### config.mk
export PLATFORM = sky130hd
export DESIGN_NAME = decode_pipe
export DESIGN_NICKNAME = d
export VERILOG_FILES = /design/src/rtl/core_pkg.sv /design/src/rtl/ctrl_decoder.sv /design/src/rtl/decode_pipe.sv
export SDC_FILE = /design/constraint.sdc
export NUM_CORES = 1
export LEC_CHECK = 0
export ABC_AREA = 1
export ABC_CLOCK_PERIOD_IN_PS = 1330
export CORE_UTILIZATION = 60
export CTS_CLUSTER_DIAMETER = 30
export DETAILED_ROUTE_END_ITERATION = 16
export DONT_BUFFER_PORTS = 1
export HOLD_SLACK_MARGIN = 0.12
export PLACE_DENSITY_LB_ADDON = 0.05
export SLEW_MARGIN = 20
export SYNTH_ARGS = -nofsm -noshare
export SYNTH_HDL_FRONTEND = slang
export SYNTH_HIERARCHICAL = 1
export SYNTH_SLANG_ARGS = --single-unit
### constraint.sdc
create_clock -name clk -period 1.33 [get_ports clk]
set_input_delay 0.0665 -clock clk [delete_from_list [all_inputs] [get_ports clk]]
set_output_delay 0.0665 -clock clk [all_outputs]
set_load 0.005 [all_outputs]
### src/rtl/core_pkg.sv
// rtl/core_pkg.sv - shared constants and types for the ARM-subset decode stage
package core_pkg;

  localparam logic [2:0] ALU_ADD = 3'd0;
  localparam logic [2:0] ALU_SUB = 3'd1;
  localparam logic [2:0] ALU_AND = 3'd2;
  localparam logic [2:0] ALU_ORR = 3'd3;
  localparam logic [2:0] ALU_EOR = 3'd4;
  localparam logic [2:0] ALU_MUL = 3'd5;

  localparam logic [3:0] CMD_AND = 4'b0000;
  localparam logic [3:0] CMD_EOR = 4'b0001;
  localparam logic [3:0] CMD_SUB = 4'b0010;
  localparam logic [3:0] CMD_ADD = 4'b0100;
  localparam logic [3:0] CMD_CMP = 4'b1010;
  localparam logic [3:0] CMD_ORR = 4'b1100;

  localparam logic [1:0] OP_DP  = 2'b00;
  localparam logic [1:0] OP_MEM = 2'b01;
  localparam logic [1:0] OP_BR  = 2'b10;
  localparam logic [1:0] OP_UND = 2'b11;

  localparam logic [3:0] MUL_I74 = 4'b1001;

  typedef logic [0:0] state_t;
  localparam state_t ST_IDLE = 1'b0;
  localparam state_t ST_MULW = 1'b1;

  typedef struct packed {
    logic       reg_write;
    logic       mem_to_reg;
    logic       mem_write;
    logic       branch;
    logic       alu_src;
    logic       is_mul;
    logic [1:0] flag_write;
    logic [2:0] alu_ctrl;
  } ctrl_t;

endpackage

### src/rtl/ctrl_decoder.sv
// rtl/ctrl_decoder.sv - combinational instruction-field to control-bundle mapping
module ctrl_decoder
  import core_pkg::*;
(
  input  logic [1:0] op,
  input  logic [5:0] funct,
  input  logic [3:0] rd,
  input  logic [3:0] instr74,
  output ctrl_t      ctrl,
  output logic       pcsrc,
  output logic       illegal
);

  logic s_bit;
  logic is_mul;

  assign s_bit  = funct[0];
  assign is_mul = (op == OP_DP) && (funct[5:1] == 5'b00000) && (instr74 == MUL_I74);

  always_comb begin
    ctrl    = '0;
    illegal = 1'b0;
    case (op)
      OP_DP: begin
        if (is_mul) begin
          ctrl.is_mul     = 1'b1;
          ctrl.reg_write  = 1'b1;
          ctrl.alu_ctrl   = ALU_MUL;
          ctrl.flag_write = {s_bit, 1'b0};
        end else begin
          ctrl.alu_src   = funct[5];
          ctrl.reg_write = 1'b1;
          case (funct[4:1])
            CMD_ADD: begin ctrl.alu_ctrl = ALU_ADD; ctrl.flag_write = {s_bit, s_bit}; end
            CMD_SUB: begin ctrl.alu_ctrl = ALU_SUB; ctrl.flag_write = {s_bit, s_bit}; end
            CMD_AND: begin ctrl.alu_ctrl = ALU_AND; ctrl.flag_write = {s_bit, 1'b0}; end
            CMD_ORR: begin ctrl.alu_ctrl = ALU_ORR; ctrl.flag_write = {s_bit, 1'b0}; end
            CMD_EOR: begin ctrl.alu_ctrl = ALU_EOR; ctrl.flag_write = {s_bit, 1'b0}; end
            // CMP is a flag-only SUB, so S is implied regardless of the encoded bit
            CMD_CMP: begin
              ctrl.alu_ctrl   = ALU_SUB;
              ctrl.reg_write  = 1'b0;
              ctrl.flag_write = 2'b11;
            end
            default: begin
              ctrl    = '0;
              illegal = 1'b1;
            end
          endcase
        end
      end
      OP_MEM: begin
        ctrl.alu_src    = 1'b1;
        ctrl.alu_ctrl   = funct[3] ? ALU_ADD : ALU_SUB;
        ctrl.reg_write  = funct[0];
        ctrl.mem_to_reg = funct[0];
        ctrl.mem_write  = ~funct[0];
      end
      OP_BR: begin
        ctrl.branch    = 1'b1;
        ctrl.alu_src   = 1'b1;
        ctrl.alu_ctrl  = ALU_ADD;
        ctrl.reg_write = funct[4];
      end
      default: illegal = 1'b1;
    endcase
  end

  assign pcsrc = ((rd == 4'd15) && ctrl.reg_write && !ctrl.branch) || ctrl.branch;

endmodule

### src/rtl/decode_pipe.sv
// rtl/decode_pipe.sv - decode stage with D/E pipeline register and multi-cycle MUL occupancy
module decode_pipe
  import core_pkg::*;
#(
  parameter int ALUCTRL_W = 3,
  parameter int MUL_LAT   = 3
) (
  input  logic                 clk,
  input  logic                 reset,
  input  logic                 validD,
  input  logic [1:0]           Op,
  input  logic [5:0]           Funct,
  input  logic [3:0]           Rd,
  input  logic [3:0]           Instr74,
  input  logic                 stall_i,
  input  logic                 flush_i,
  output logic                 readyD,
  output logic [1:0]           ImmSrcD,
  output logic [1:0]           RegSrcD,
  output logic                 illegalD,
  output logic                 validE,
  output logic                 PCSrcE,
  output logic                 RegWriteE,
  output logic                 MemtoRegE,
  output logic                 MemWriteE,
  output logic                 BranchE,
  output logic                 ALUSrcE,
  output logic                 MulE,
  output logic [ALUCTRL_W-1:0] ALUControlE,
  output logic [1:0]           FlagWriteE
);

  localparam int CW = $clog2(MUL_LAT + 1);

  ctrl_t          dec_ctrl;
  logic           dec_pcsrc;
  logic           dec_illegal;
  logic           take;
  logic           mul_busy;

  state_t         state;
  logic [CW-1:0]  cnt;
  logic           valid_q;
  logic           pcsrc_q;
  ctrl_t          ctrl_q;

  ctrl_decoder u_dec (
    .op      (Op),
    .funct   (Funct),
    .rd      (Rd),
    .instr74 (Instr74),
    .ctrl    (dec_ctrl),
    .pcsrc   (dec_pcsrc),
    .illegal (dec_illegal)
  );

  assign ImmSrcD  = Op;
  assign RegSrcD  = {(Op == OP_MEM), (Op == OP_BR)};
  assign illegalD = validD & dec_illegal;
  assign take     = validD & ~dec_illegal;
  assign mul_busy = (state == ST_MULW);
  assign readyD   = (state == ST_IDLE) & ~stall_i;

  always_ff @(posedge clk or negedge reset) begin
    if (!reset) begin
      state   <= ST_IDLE;
      cnt     <= '0;
      valid_q <= 1'b0;
      pcsrc_q <= 1'b0;
      ctrl_q  <= '0;
    end else if (flush_i) begin
      state   <= ST_IDLE;
      cnt     <= '0;
      valid_q <= 1'b0;
      pcsrc_q <= 1'b0;
      ctrl_q  <= '0;
    end else if (!stall_i) begin
      if (state == ST_IDLE) begin
        valid_q <= take;
        pcsrc_q <= take & dec_pcsrc;
        ctrl_q  <= take ? dec_ctrl : '0;
        if (take && dec_ctrl.is_mul && (MUL_LAT > 1)) begin
          state <= ST_MULW;
          cnt   <= CW'(MUL_LAT - 1);
        end
      end else begin
        // E keeps the MUL; the final occupancy cycle is the first one back in IDLE
        cnt <= cnt - CW'(1);
        if (cnt == CW'(1)) begin
          state <= ST_IDLE;
        end
      end
    end
  end

  assign validE      = valid_q;
  assign PCSrcE      = pcsrc_q;
  assign MemtoRegE   = ctrl_q.mem_to_reg;
  assign MemWriteE   = ctrl_q.mem_write;
  assign BranchE     = ctrl_q.branch;
  assign ALUSrcE     = ctrl_q.alu_src;
  assign MulE        = ctrl_q.is_mul;
  assign ALUControlE = ALUCTRL_W'(ctrl_q.alu_ctrl);
  // A MUL still occupying execute must not commit its result or flags yet
  assign RegWriteE   = ctrl_q.reg_write & ~mul_busy;
  assign FlagWriteE  = ctrl_q.flag_write & {2{~mul_busy}};

endmodule

* After elaboration in Yosys (flattened, before gate mapping) *
Index checks and enable logic that the tools add are counted.

word-level totals
  register bits after elaboration = 16
  input bits = 21
  output and inout port bits = 19
  logic and storage cells = 86

operators by class
  add/sub/neg operators = 1
  equal/unequal tests = 12
  muxes and demuxes = 35
  bitwise logic cells = 10
  reductions and logical operators = 16

operators with widths
  cell                number
  $mux 11             4
  $pmux 5 s6          1
  $eq 4x4->1 const B  4
  $mux 1              16
  $mux 2              5
  $mux 6              1
  $pmux 1 s2          3
  $pmux 3 s2          1
  $reduce_or 6->1     1
  $and 1x1->1         5
  $logic_and 1x1->1   5
  $logic_not 5->1     1
  $reduce_or 5->1     1
  $eq 2x1->1 const B  2
  $eq 4x1->1 const B  1
  $eq 4x2->1 const B  1
  $eq 4x3->1 const B  1
  $logic_not 4->1     1
  $mux 4              1
  $not 1->1           4
  $pmux 2 s2          1
  $reduce_and 2->1    2
  $mux 3              1
  $pmux 1 s3          1
  10 further kinds    10

* Logic depth before layout (Yosys ltp) *
  depth in word-level cells = 12
  depth in mapped cells = 11

* Cells and area by module *
Netlist, hierarchy kept.

by module, submodules not included
  module        times used  cells an instance  area each (sq um)  seq. area each (sq um)
  decode_pipe   1           100                817.0              400.4
  ctrl_decoder  1           71                 375.4              0.0

* Least setup slack after synthesis *
Ideal clock, no wire load.

  kind = input to register
  from = in Op[0]
  to = reg cnt[0]
  library setup time = 0.117 ns
  data arrival time = 1.271 ns
  required time = 1.213 ns
  slack = -0.057 ns
  stages on the path = 9
  path buffers = 0
  cell sequence = inv_1 -> ha_1 -> inv_1 -> o31ai_1 -> inv_1 -> nand3_1 -> nand2_1 -> nand3_1 -> nand2_1

on the way
  longest elaborated chain between the ends = 10
  elaborated cells between the ends (all ways) = 15
  those cells by class = eq/ne (2); mux (4); bitwise (2); reduce/logical (7)

ends and longest elaborated chain
  what                                  line                                    source
  start: declaration                    decode_pipe.sv:11                       input logic [1:0] Op,
  $logic_not 2->1                       ctrl_decoder.sv:18, ctrl_decoder.sv:23
  $logic_and 1x1->1 (2 in a row)        ctrl_decoder.sv:18                      assign is_mul = (op == OP_DP) && (funct[5:1] == 5'b00000) && (instr74 == MUL_I74);
  $mux 1                                ctrl_decoder.sv:25                      if (is_mul) begin
  $pmux 1 s2 *                          ctrl_decoder.sv:23                      case (op)
  net dec_illegal                       decode_pipe.sv:37                       logic dec_illegal;
  $not 1->1 *                           decode_pipe.sv:60                       assign take = validD & ~dec_illegal;
  $and 1x1->1 *                         decode_pipe.sv:60
  $logic_and 1x1->1 *                   decode_pipe.sv:82                       if (take && dec_ctrl.is_mul && (MUL_LAT > 1)) begin
  $reduce_bool 3->1 (no source line) *  n/a
  $reduce_and 2->1 (no source line) *   n/a
  end signal: assignment                decode_pipe.sv:84                       cnt <= CW'(MUL_LAT - 1);
  end signal: assignment                decode_pipe.sv:88                       cnt <= cnt - CW'(1);
  end: declaration                      decode_pipe.sv:42                       logic [CW-1:0] cnt;

Mark *: on every way through the listed nets, which the timed path passes. The rest lies on a longest branch.
A chain may end at the register's enable or synchronous reset.

==> reports/results.ini <==
[timing]
maxSlewViolCount = 0
finalCritPeriodShare_pct = 91.8
clock_skew_ns = 0.00471
finalHoldViolations = 0
finalSetupViolations = 0
tightest_slew_ns = 0.696
fin_ws_ns = 0.109
grt_setup_unrepaired = false
max_freq_mhz = 819
slew_headroom_pct = 53.4
setup_tns_ns = 0
layout_min_cycle_time_ns = 1.22
worst_hold_slack_ns = 0.133

[flow_run]
cap_viol_max_count = 0

[setup_path]
worstSetupEndpointType = register
cp.required_ns = 1.53
startpoint_type = primary input
arrival_ns = 1.42
critPathKind = primary input to register
worstPathMaxFanout = 6

[yosys]
synth_seq_area_share_pct = 33.6
synth_cell_types = 23
synth_adder_area_share_pct = 5.25
synth_mux_area_share_pct = 0
synth_compound_area_share_pct = 10.6
mappedNetlistArea_um2 = 1190
syn_nets = 197
synth_top_family_by_area = simple AND/OR/NAND/NOR gates
synth_warnings = 6
syn_avg_cell_area_um2 = 6.97
synthXorXnorAreaFrac_pct = 0
synth-simple-area-share_pct = 34.8
synth_cells = 171
ys_seq_elements = 16

[clock_tree]
cts_max_level = 1
post_cts_buffers = 0
root_buffer = clkbuf_4
clkTransAtPathRegs_ns = 0.08
cts_buffers = 3
clockBufferDepth = 2
clock_sinks = 16
cts_tree = built
clk_latency_ns = 0.27

[finish]
fill_cells = 145
final_cells = 206
area_delta_synth_final_pct = 11.5
nNetsFinal = 209
diodes = 0
drive_above_1_share_pct = 14.9

[global_route]
antenna_found_initial = 0
first_global_vias = 933
grtUsageTotal_pct = 25.0
gr-total-overflow = 0
grt_max_degree = 17
grt_pass1_wl_um = 3780

[placement]
io_buffer_count = 0
place_hpwl_um = 1970
routabilityCongestion = 0.958
dpl.cell_count = 194
pre_cts_ws_ns = -0.0361

[floorplan]
chipWidth_um = 46.6
die_area_um2 = 2170
die_h_um = 46.6
ios = 40
start_util_pct = 66.2
rows = 15
core-area_um2 = 1800

[routing]
routed_via_density = 5.37
highest_layer = met4
routedWlPerCell_um = 12.5
dr.first_iter.drc_count = 33
wl_met2_um = 1270
drc = 0
vias = 1107
drt-pass1-iter-count = 4
antenna_left = 0
wl_met1_um = 1080
wl_um = 2570
wl_met3_um = 173

[pwr]
leakagePower_uw = 0.000702
ir_drop_uv = 386
p_per_area_nw_per_um2 = 700

[worst_hold_path]
hold_path_class = primary input to primary output

[outcome]
status = finished, final reports clean

==> worst paths after layout <==
path                        start             end  slack (ns)  depth (start not counted)
setup / recovery            Op[0]  ALUControlE[0]        0.11                         10
hold / removal              Op[0]      ImmSrcD[0]        0.13                          0
setup reg to reg           cnt[0]          cnt[1]        0.24                          5
hold reg to reg            cnt[1]          cnt[1]        0.49                          2
max in group asynchronous   reset          PCSrcE        0.62                          1
min in group asynchronous   reset            MulE        0.27                          1
==> logic make-up (layout without fill, tap and decap cells) <==
| logic type | Yosys count | count (layout) |
|---|---|---|
| compound gates | 21 | 21 |
| fa+ha+maj | 5 | 5 |
| buf+inv | 43 | 53 |
| flops | 16 | 16 |
| simple gates | 86 | 86 |
==> cell type report <==
cell class	instances	area, um2	area share (%)
Multi-Input combinational cell	112	613	46.1
Clock buffer	3	22.5	1.69
Inverter	37	139	10.4
Timing Repair Buffer	13	124	9.31
Sequential cell	16	400	30.1
Tap cell	25	31.3	2.35
==> worst max-delay path, cell delays in order <==
cell and delay (ns):
inv_1 0.06, ha_1 0.19, buf_6 0.13, nand4_1 0.09, nand2_1 0.08, nand2_1 0.06
o21ai_2 0.05, dlygate4sd3_1 0.55, inv_1 0.04, o21ai_1 0.11
==> per-layer routing <==
layer,track usage (%),vias up
li1,-,544
met1,29.4,497
met2,41.9,58
met3,6.27,8
met4,11.2,0
met5,0,-
==> power breakdown <==
part	total, uW	switching (uW)	leakage (uW)	internal, uW
Combinational	192	122	0.000467	70.3
Sequential	500	5.49	0.000221	495
Clock	238	134	0.0000138	105
==> cells in the mapped netlist <==
master / count / area [um2]
o21ai_1: 7 / 35.0
buf_4: 5 / 37.5
nor2_1: 16 / 60.1
a31oi_1: 1 / 6.26
inv_1: 37 / 139
nand2_2: 5 / 31.3
a21oi_1: 3 / 15.0
buf_6: 1 / 11.3
o21ai_0: 4 / 20.0
o21bai_1: 1 / 7.51
nand4_1: 5 / 31.3
o21ai_2: 4 / 35.0
nor2_4: 3 / 33.8
nand2_1: 40 / 150
dfrtp_1: 16 / 400
o31ai_1: 1 / 7.51
ha_1: 5 / 62.6
nor3_1: 3 / 15.0
nor3_2: 1 / 10.0
and3_1: 1 / 6.26
nor2_2: 4 / 25.0
nand3_1: 7 / 35.0
nand3_4: 1 / 17.5
==> layout by cell type, fill, tap and decap left out, types with 2 or more instances in the layout <==
cell           count
nand2_1           40
inv_1             37
dfrtp_1           16
nor2_1            16
dlygate4sd3_1      9
o21ai_1            7
nand3_1            7
nand4_1            5
ha_1               5
nand2_2            5
nor2_2             4
o21ai_0            4
o21ai_2            4
nor2_4             3
nor3_1             3
clkbuf_4           3
buf_4              3
a21oi_1            2
==> sequential cells by signal, summed over array words and instances, names as in the netlist <==
signal       flops
validE           1
mul_busy         1
BranchE          1
cnt              2
ALUSrcE          1
MemtoRegE        1
ctrl_q           3
MulE             1
PCSrcE           1
ALUControlE      3
MemWriteE        1
==> repair_timing <==
action                     CTS  global route
hold buffers                 9             0
hold endpoints to repair    32             0
gates resized for setup      0             2
setup endpoints to repair    0             2
==> stage by stage <==
stage | power [uW] | area, um2 | utilization [%]
2_1_floorplan | 643 | 1200 | -
3_3_place_gp | 657 | 1210 | 67.2
3_5_place_dp | 664 | 1210 | 67.2
4_1_cts | 936 | 1320 | 73.4
5_1_grt | 985 | 1330 | 73.8
6_report | 931 | 1330 | 73.8
No activity file was read; power rests on OpenSTA's default activity.
